$ cat src/rtl/imem_loader.sv
// Instruction-memory loader: takes a big-endian byte stream, writes 32-bit words
// into imem, and releases cpu_reset only after a trailing XOR checksum matches.
//
// state | meaning
// IDLE  | waiting for start after reset
// RECV  | assembling the next word from accepted bytes
// WRITE | one-cycle mem_we pulse for the assembled word
// CHECK | waiting for the checksum byte
// DONE  | load good, pipeline released
// ERR   | bad count or bad checksum, pipeline held
module imem_loader #(
    parameter int          WORDS = 64,
    parameter logic [31:0] BASE  = 32'h0000_0000
) (
    input  logic        clock,
    input  logic        reset,
    input  logic        start,
    input  logic [7:0]  word_count,
    input  logic        in_valid,
    input  logic [7:0]  in_byte,
    output logic        in_ready,
    output logic        mem_we,
    output logic [31:0] mem_addr,
    output logic [31:0] mem_wdata,
    output logic        cpu_reset,
    output logic        busy,
    output logic        done,
    output logic        error
);
    localparam int IW = (WORDS > 1) ? $clog2(WORDS) : 1;

    typedef enum logic [2:0] {IDLE, RECV, WRITE, CHECK, DONE, ERR} state_t;

    state_t         state_q, state_d;
    logic [IW-1:0]  idx_q, idx_d;
    logic [1:0]     bcnt_q, bcnt_d;
    logic [7:0]     xor_q, xor_d;
    logic [31:0]    word_q, word_d;
    logic [7:0]     cnt_q, cnt_d;
    logic           we_q, we_d;
    logic [31:0]    addr_q, addr_d;
    logic [31:0]    wdata_q, wdata_d;
    logic           accept;
    logic           last_word;

    assign in_ready  = (state_q == RECV) || (state_q == CHECK);
    assign accept    = in_valid && in_ready;
    assign last_word = (int'(idx_q) + 1) == int'(cnt_q);

    always_comb begin
        state_d = state_q;
        idx_d   = idx_q;
        bcnt_d  = bcnt_q;
        xor_d   = xor_q;
        word_d  = word_q;
        cnt_d   = cnt_q;
        we_d    = 1'b0;
        addr_d  = addr_q;
        wdata_d = wdata_q;
        case (state_q)
            IDLE, DONE, ERR: begin
                if (start) begin
                    if (word_count == 8'd0 || int'(word_count) > WORDS) begin
                        state_d = ERR;
                    end else begin
                        state_d = RECV;
                        idx_d   = '0;
                        bcnt_d  = 2'd0;
                        xor_d   = 8'd0;
                        cnt_d   = word_count;
                    end
                end
            end
            RECV: begin
                if (accept) begin
                    word_d = {word_q[23:0], in_byte};
                    xor_d  = xor_q ^ in_byte;
                    bcnt_d = bcnt_q + 2'd1;
                    // only a complete word ever reaches the memory port
                    if (bcnt_q == 2'd3) begin
                        state_d = WRITE;
                        we_d    = 1'b1;
                        addr_d  = BASE + (32'(idx_q) << 2);
                        wdata_d = {word_q[23:0], in_byte};
                    end
                end
            end
            WRITE: begin
                if ((int'(idx_q) + 1) == WORDS) idx_d = '0;
                else                            idx_d = idx_q + IW'(1);
                state_d = last_word ? CHECK : RECV;
            end
            CHECK: begin
                if (accept) state_d = (in_byte == xor_q) ? DONE : ERR;
            end
            default: state_d = IDLE;
        endcase
    end

    always_ff @(posedge clock) begin
        if (reset) begin
            state_q <= IDLE;
            idx_q   <= '0;
            bcnt_q  <= 2'd0;
            xor_q   <= 8'd0;
            word_q  <= 32'd0;
            cnt_q   <= 8'd0;
            we_q    <= 1'b0;
            addr_q  <= 32'd0;
            wdata_q <= 32'd0;
        end else begin
            state_q <= state_d;
            idx_q   <= idx_d;
            bcnt_q  <= bcnt_d;
            xor_q   <= xor_d;
            word_q  <= word_d;
            cnt_q   <= cnt_d;
            we_q    <= we_d;
            addr_q  <= addr_d;
            wdata_q <= wdata_d;
        end
    end

    assign mem_we    = we_q;
    assign mem_addr  = addr_q;
    assign mem_wdata = wdata_q;
    assign cpu_reset = (state_q != DONE);
    assign busy      = (state_q == RECV) || (state_q == WRITE) || (state_q == CHECK);
    assign done      = (state_q == DONE);
    assign error     = (state_q == ERR);
endmodule

$ cat config.mk
export PLATFORM = sky130hd
export DESIGN_NAME = imem_loader
export DESIGN_NICKNAME = d
export VERILOG_FILES = /design/src/rtl/imem_loader.sv
export SDC_FILE = /design/constraint.sdc
export NUM_CORES = 1
export LEC_CHECK = 0
export BUFFER_PORTS_ARGS = -buffer_cell sky130_fd_sc_hd__buf_4
export CAP_MARGIN = 20
export CORE_MARGIN = 4
export CORE_UTILIZATION = 45
export DETAILED_ROUTE_END_ITERATION = 8
export HOLD_SLACK_MARGIN = 0.05
export PLACE_DENSITY = 0.77
export SETUP_SLACK_MARGIN = 0.2
export SYNTH_ARGS = -nofsm -noshare
export SYNTH_HDL_FRONTEND = slang
export SYNTH_SLANG_ARGS = --single-unit
$ cat constraint.sdc
create_clock -name clock -period 1.8 [get_ports clock]
set_input_delay 0.18 -clock clock [delete_from_list [all_inputs] [get_ports clock]]
set_output_delay 0.18 -clock clock [all_outputs]
set_load 0.02 [all_outputs]
### Word-level counts from Yosys, hierarchy flattened

Index checks and enable logic that the tools add are counted.

| word-level totals | value |
|---|---|
| bits in registers | 90 |
| output and inout port bits | 70 |

| operators by class | value |
|---|---|
| mux-type cells | 21 |
| equality and inequality tests | 15 |
| add/sub/neg operators | 3 |
| bitwise logic cells | 4 |
| magnitude comparators | 1 |
| reduce and logical (&&, ||, !) cells | 17 |

Operators by type and width:

| kind | count |
|---|---|
| $eq 32x9->1 | 1 |
| $mux 8 | 3 |
| $mux 6 | 3 |
| $pmux 8 s2 | 1 |
| $mux 3 | 5 |
| $pmux 3 s4 | 1 |
| $pmux 6 s2 | 1 |
| $reduce_and 3->1 | 3 |
| $eq 8x8->1 | 1 |
| $gt 8x7->1 const B | 1 |
| $logic_not 8->1 | 1 |
| $mux 2 | 4 |
| $ne 2x2->1 const B | 4 |
| $reduce_and 4->1 | 2 |
| $xor 8x8->8 | 1 |
| $add 6x1->7 const B | 1 |
| $eq 7x7->1 const B | 1 |
| $add 6x1->6 const B | 1 |
| $eq 3x2->1 const B | 2 |
| $eq 3x3->1 const B | 2 |
| $reduce_or 3->1 | 2 |
| $logic_or 1x1->1 | 4 |
| $pmux 2 s2 | 1 |
| $reduce_bool 2->1 | 2 |
| other kinds (10) | 13 |

### Longest topological paths before layout

| logic depth | value |
|---|---|
| depth in word-level cells | 5 |
| gate-level depth with buffers | 8 |
| mapped depth without buffers | 6 |

### Worst setup path before layout

OpenSTA, ideal clock, no wires.

| timing | value |
|---|---|
| path type | register to register |
| start | register state_q[2] |
| end | register cnt_q[7] |
| arrival time | 1.828 ns |
| data required time | 1.684 ns |
| path buffers | 2 |
| path slack | -0.144 ns |
| setup time | 0.116 ns |
| stages on the path, launching flop included | 8 |
| cell sequence | dfxtp_1 > clkbuf_1 > nand2b_1 > clkbuf_1 > inv_1 > nor2_1 > nand4_2 > and3_1 |

| on the way | value |
|---|---|
| longest elaborated chain between the ends | 3 |

Ends and longest elaborated chain:

| item | line | text |
|---|---|---|
| from (decl) | 34 | `state_t state_q, state_d;` |
| from (signal assigned) | 112 | `state_q <= state_d;` |
| $eq 3x3->1 or $logic_not 3->1 (tied branches) | 60 | `case (state_q)` |
| $reduce_or 3->1 (*) | 60 |  |
| $reduce_and 3->1 (no source line) (*) | - |  |
| to (signal assigned) | 117 | `cnt_q <= cnt_d;` |
| to (decl) | 39 | `logic [7:0] cnt_q, cnt_d;` |

Mark *: on every way between the ends. The rest lies on a longest branch, timed or not.
A chain may end at the register's enable or synchronous reset.

### Worst setup path in the final report

| timing | value |
|---|---|
| start | input port word_count[0] |
| end | register idx_q[2] |

| on the way | value |
|---|---|
| longest elaborated chain between the ends | 4 |

Ends and longest elaborated chain:

| item | line | text |
|---|---|---|
| from (decl) | 18 | `input logic [7:0] word_count,` |
| $gt 8x7->1 or $logic_not 8->1 (tied branches) | 63 | `if (word_count == 8'd0 \|\| int'(word_count) > WORDS) begin` |
| $logic_or 1x1->1 (*) | 63 |  |
| $ne 2x2->1 (no source line) (*) | - |  |
| $reduce_and 3->1 (no source line) (*) | - |  |
| to (signal assigned) | 113 | `idx_q <= idx_d;` |
| to (decl) | 35 | `logic [IW-1:0] idx_q, idx_d;` |

Marked as above.

==> flow_metrics.env <==
export IMPL_crit_fanout=6
export IMPL_outcome="complete, no violations"
export IMPL_port_buffers=63
export IMPL_post_cts_buffers=0
export IMPL_synth_main_ff_cell="dfxtp_1"
export IMPL_synth_edf_count=0
export IMPL_avgSynthCellArea_um2=7.87
export IMPL_fmax_mhz=594
export IMPL_crit_family="simple AND/OR/NAND/NOR gates"
export IMPL_htreeDepth=3
export IMPL_start_util_pct=46.9
export IMPL_hold_slack_ns=0.0771
export IMPL_globalplace_congestion=0.823
export IMPL_clock_path_buffers=2
export IMPL_ctsHoldBuffers=0
export IMPL_drt_first_iter_violations=225
export IMPL_ant_nets=0
export IMPL_via_per_inst=5.16
export IMPL_slew_headroom_pct=57.4
export IMPL_synth_cells=497
export IMPL_cap_viol_max_count=0
export IMPL_cts_sinks=90
export IMPL_fp_dieH_um=101
export IMPL_p_per_area_nw_per_um2=827
export IMPL_yosys_warnings=0
export IMPL_row_count=33
export IMPL_start_kind="input pin"
export IMPL_wl_per_cell_um=13.7
export IMPL_cp_cell_sequence="buf_6 -> or4_4 -> or4_4 -> and3_4 -> o211a_4 -> a311oi_1"
export IMPL_crit_top_cell="or4_4"
export IMPL_grt_overflow=0
export IMPL_grt_max_degree=67
export IMPL_num_antenna_cells=0
export IMPL_boundaryPins=90
export IMPL_antenna_found_initial=0
export IMPL_setup_viol=0
export IMPL_hold_path_class="input pin to flip-flop"
export IMPL_grt_usage_pct=18.5
export IMPL_fin_worst_skew_ns=0.0138
export IMPL_slowest_stage="or4_4"
export IMPL_finalMaxSlewViolations=0
export IMPL_drive_gt1_share_pct=20.7
export IMPL_async_flop_share_pct=0
export IMPL_cpPeakStageDelay_ns=0.52
export IMPL_seq_area_frac_synth_pct=46.1
export IMPL_criticalPathCategory="input pin to flip-flop"
export IMPL_die_area_um2=10200
export IMPL_area_growth_syn_to_layout_pct=23.1
export IMPL_vias=3450
export IMPL_cp_required_ns=2.07
export IMPL_core_um2=8340
export IMPL_clockRootBuffer="clkbuf_8"
export IMPL_cts_tree="done"
export IMPL_clk_pin_slew_ns=0.09
export IMPL_ir_drop_mv=0.401
export IMPL_min_period_ns=1.68
export IMPL_rsz0062_at_grt="true"
export IMPL_timing_final_crit_share_pct=93.5
export IMPL_synth_top_cell_area_share_pct=46.1
export IMPL_fin_nets=581
export IMPL_worstPathBufferInverterCount=1
export IMPL_synthTopCellsByCount="138 x nand2_1, 90 x dfxtp_1, 70 x a21oi_1"
export IMPL_routed_wl_um=9200
export IMPL_dp_hpwl_um=6520
export IMPL_worst_pin_slew_ns=0.640
export IMPL_synth_largest_area_cell="dfxtp_1"
export IMPL_total_power_mw=3.98
export IMPL_drc=0
export IMPL_synth_most_common_cell="nand2_1"
export IMPL_synthesis_area_um2=3910
export IMPL_synthTopCellsByArea="dfxtp_1 46%, nand2_1 13%, a21oi_1 9.0%"
export IMPL_grt_pass1_wl_um=15400
export IMPL_ys_types=44
export IMPL_die_w_um=101
export IMPL_crit_arrival_ns=1.95
export IMPL_detail_route_first_pass_iterations=4
export IMPL_hold_viol_final=0
export IMPL_synth_seq_cells=90
export IMPL_numCtsBuffers=9
export IMPL_end_kind="flip-flop"
export IMPL_clkLatencyLatePin_ns=0.36
export IMPL_grt_pass1_vias=3270
export IMPL_leakage_nw=1.91
cell type report:
class / count / area (um2)
Inverter: 9 / 33.8
Clock inverter: 6 / 95.1
Multi-Input combinational cell: 363 / 1900
Sequential cell: 90 / 1810
Tap cell: 105 / 131
Clock buffer: 10 / 138
Fill cell: 771 / 3530
Timing Repair Buffer: 86 / 707
flip-flops by register name (all words and copies together), names as in the netlist, 2 cells and up:
register and count:
mem_addr 6, cnt_q 8, xor_q 8, mem_wdata 32, idx_q 6, word_q 24, bcnt_q 2, state_q 3
final timing paths:
kind	end	cells after the start	start	slack, ns
worst min register to register	mem_wdata[19]	2	mem_wdata[19]	0.46
worst min-delay path	cnt_q[4]	3	word_count[4]	0.08
worst max register to register	state_q[1]	5	idx_q[0]	0.29
worst max-delay path	idx_q[2]	6	word_count[0]	0.12
placed cells by master (no fill, tap or decap), types with 2 or more instances in the layout:
master     count
buf_6          3
nor2_1        21
nand4_1        3
buf_4         79
inv_1          8
inv_6          2
a311oi_2       2
clkinv_4       2
nor3_1         4
bufinv_16      2
nand3_1        6
a21oi_1       70
buf_12         4
nand2_1      138
a311oi_1       2
a22o_1         5
dfxtp_1       89
nand3b_1       2
clkbuf_8      10
o31ai_1        2
xnor2_1        8
conb_1        26
mux2i_1        8
xor2_1         4
nor2b_1        4
and3_1         4
o21ai_1        2
or4_4          2
a22oi_1        3
nor2_2         2
o21ai_0       20
nand2b_1       5
tightest hold or removal path, cell delays in order:
cell,delay (ns)
buf_4,0.10
mux2i_1,0.06
nor2_1,0.07
metal layers:
layer	up-vias	routed length, um	global-route usage, %
li1	1737	-	-
met1	1601	4120	24.7
met2	102	4430	29.7
met3	10	552	4.48
met4	0	91	5.52
met5	-	0	0
report_power, final:
part	internal (mW)	switching [mW]	leakage, nW
logic	0.137	0.232	1.06
clock network	0.835	0.738	0.117
registers	2.02	0.0246	0.728
total	2.99	0.994	1.91
per-stage QoR:
step	TNS (ns)	utilization [%]	worst slack, ns	cells	cell area (um2)
finish	0	57.7	0.116	669	4810
global route	0	57.7	0.132	669	4810
CTS	0	57.2	0.141	669	4770
detailed placement	-4.57	54.2	-0.261	653	4520
global placement	-3.63	54.2	-0.210	653	4520
floorplan	-0.547	-	-0.0951	522	4040
logic make-up (layout without fill, tap and decap cells):
family                   after synthesis  count (layout)  share of synthesized area (%)
XOR/XNOR                              12              12                           2.69
flip-flops                            90              90                           46.1
other                                  1              26                         0.0959
buffers and inverters                 69             111                           9.18
multiplexers                           8               8                           2.05
AND/OR/NAND/NOR                      197             197                           21.5
AO/OA/AOI/OAI                        118             118                           17.8
adder cells (fa/ha/maj)                2               2                          0.640
what timing repair did:
action,4_1_cts,5_1_grt
pin swaps,4,1
gates resized for setup,6,9
endpoints found under the setup margin,23,61
Note: power is estimated with default switching activity, not from simulation.
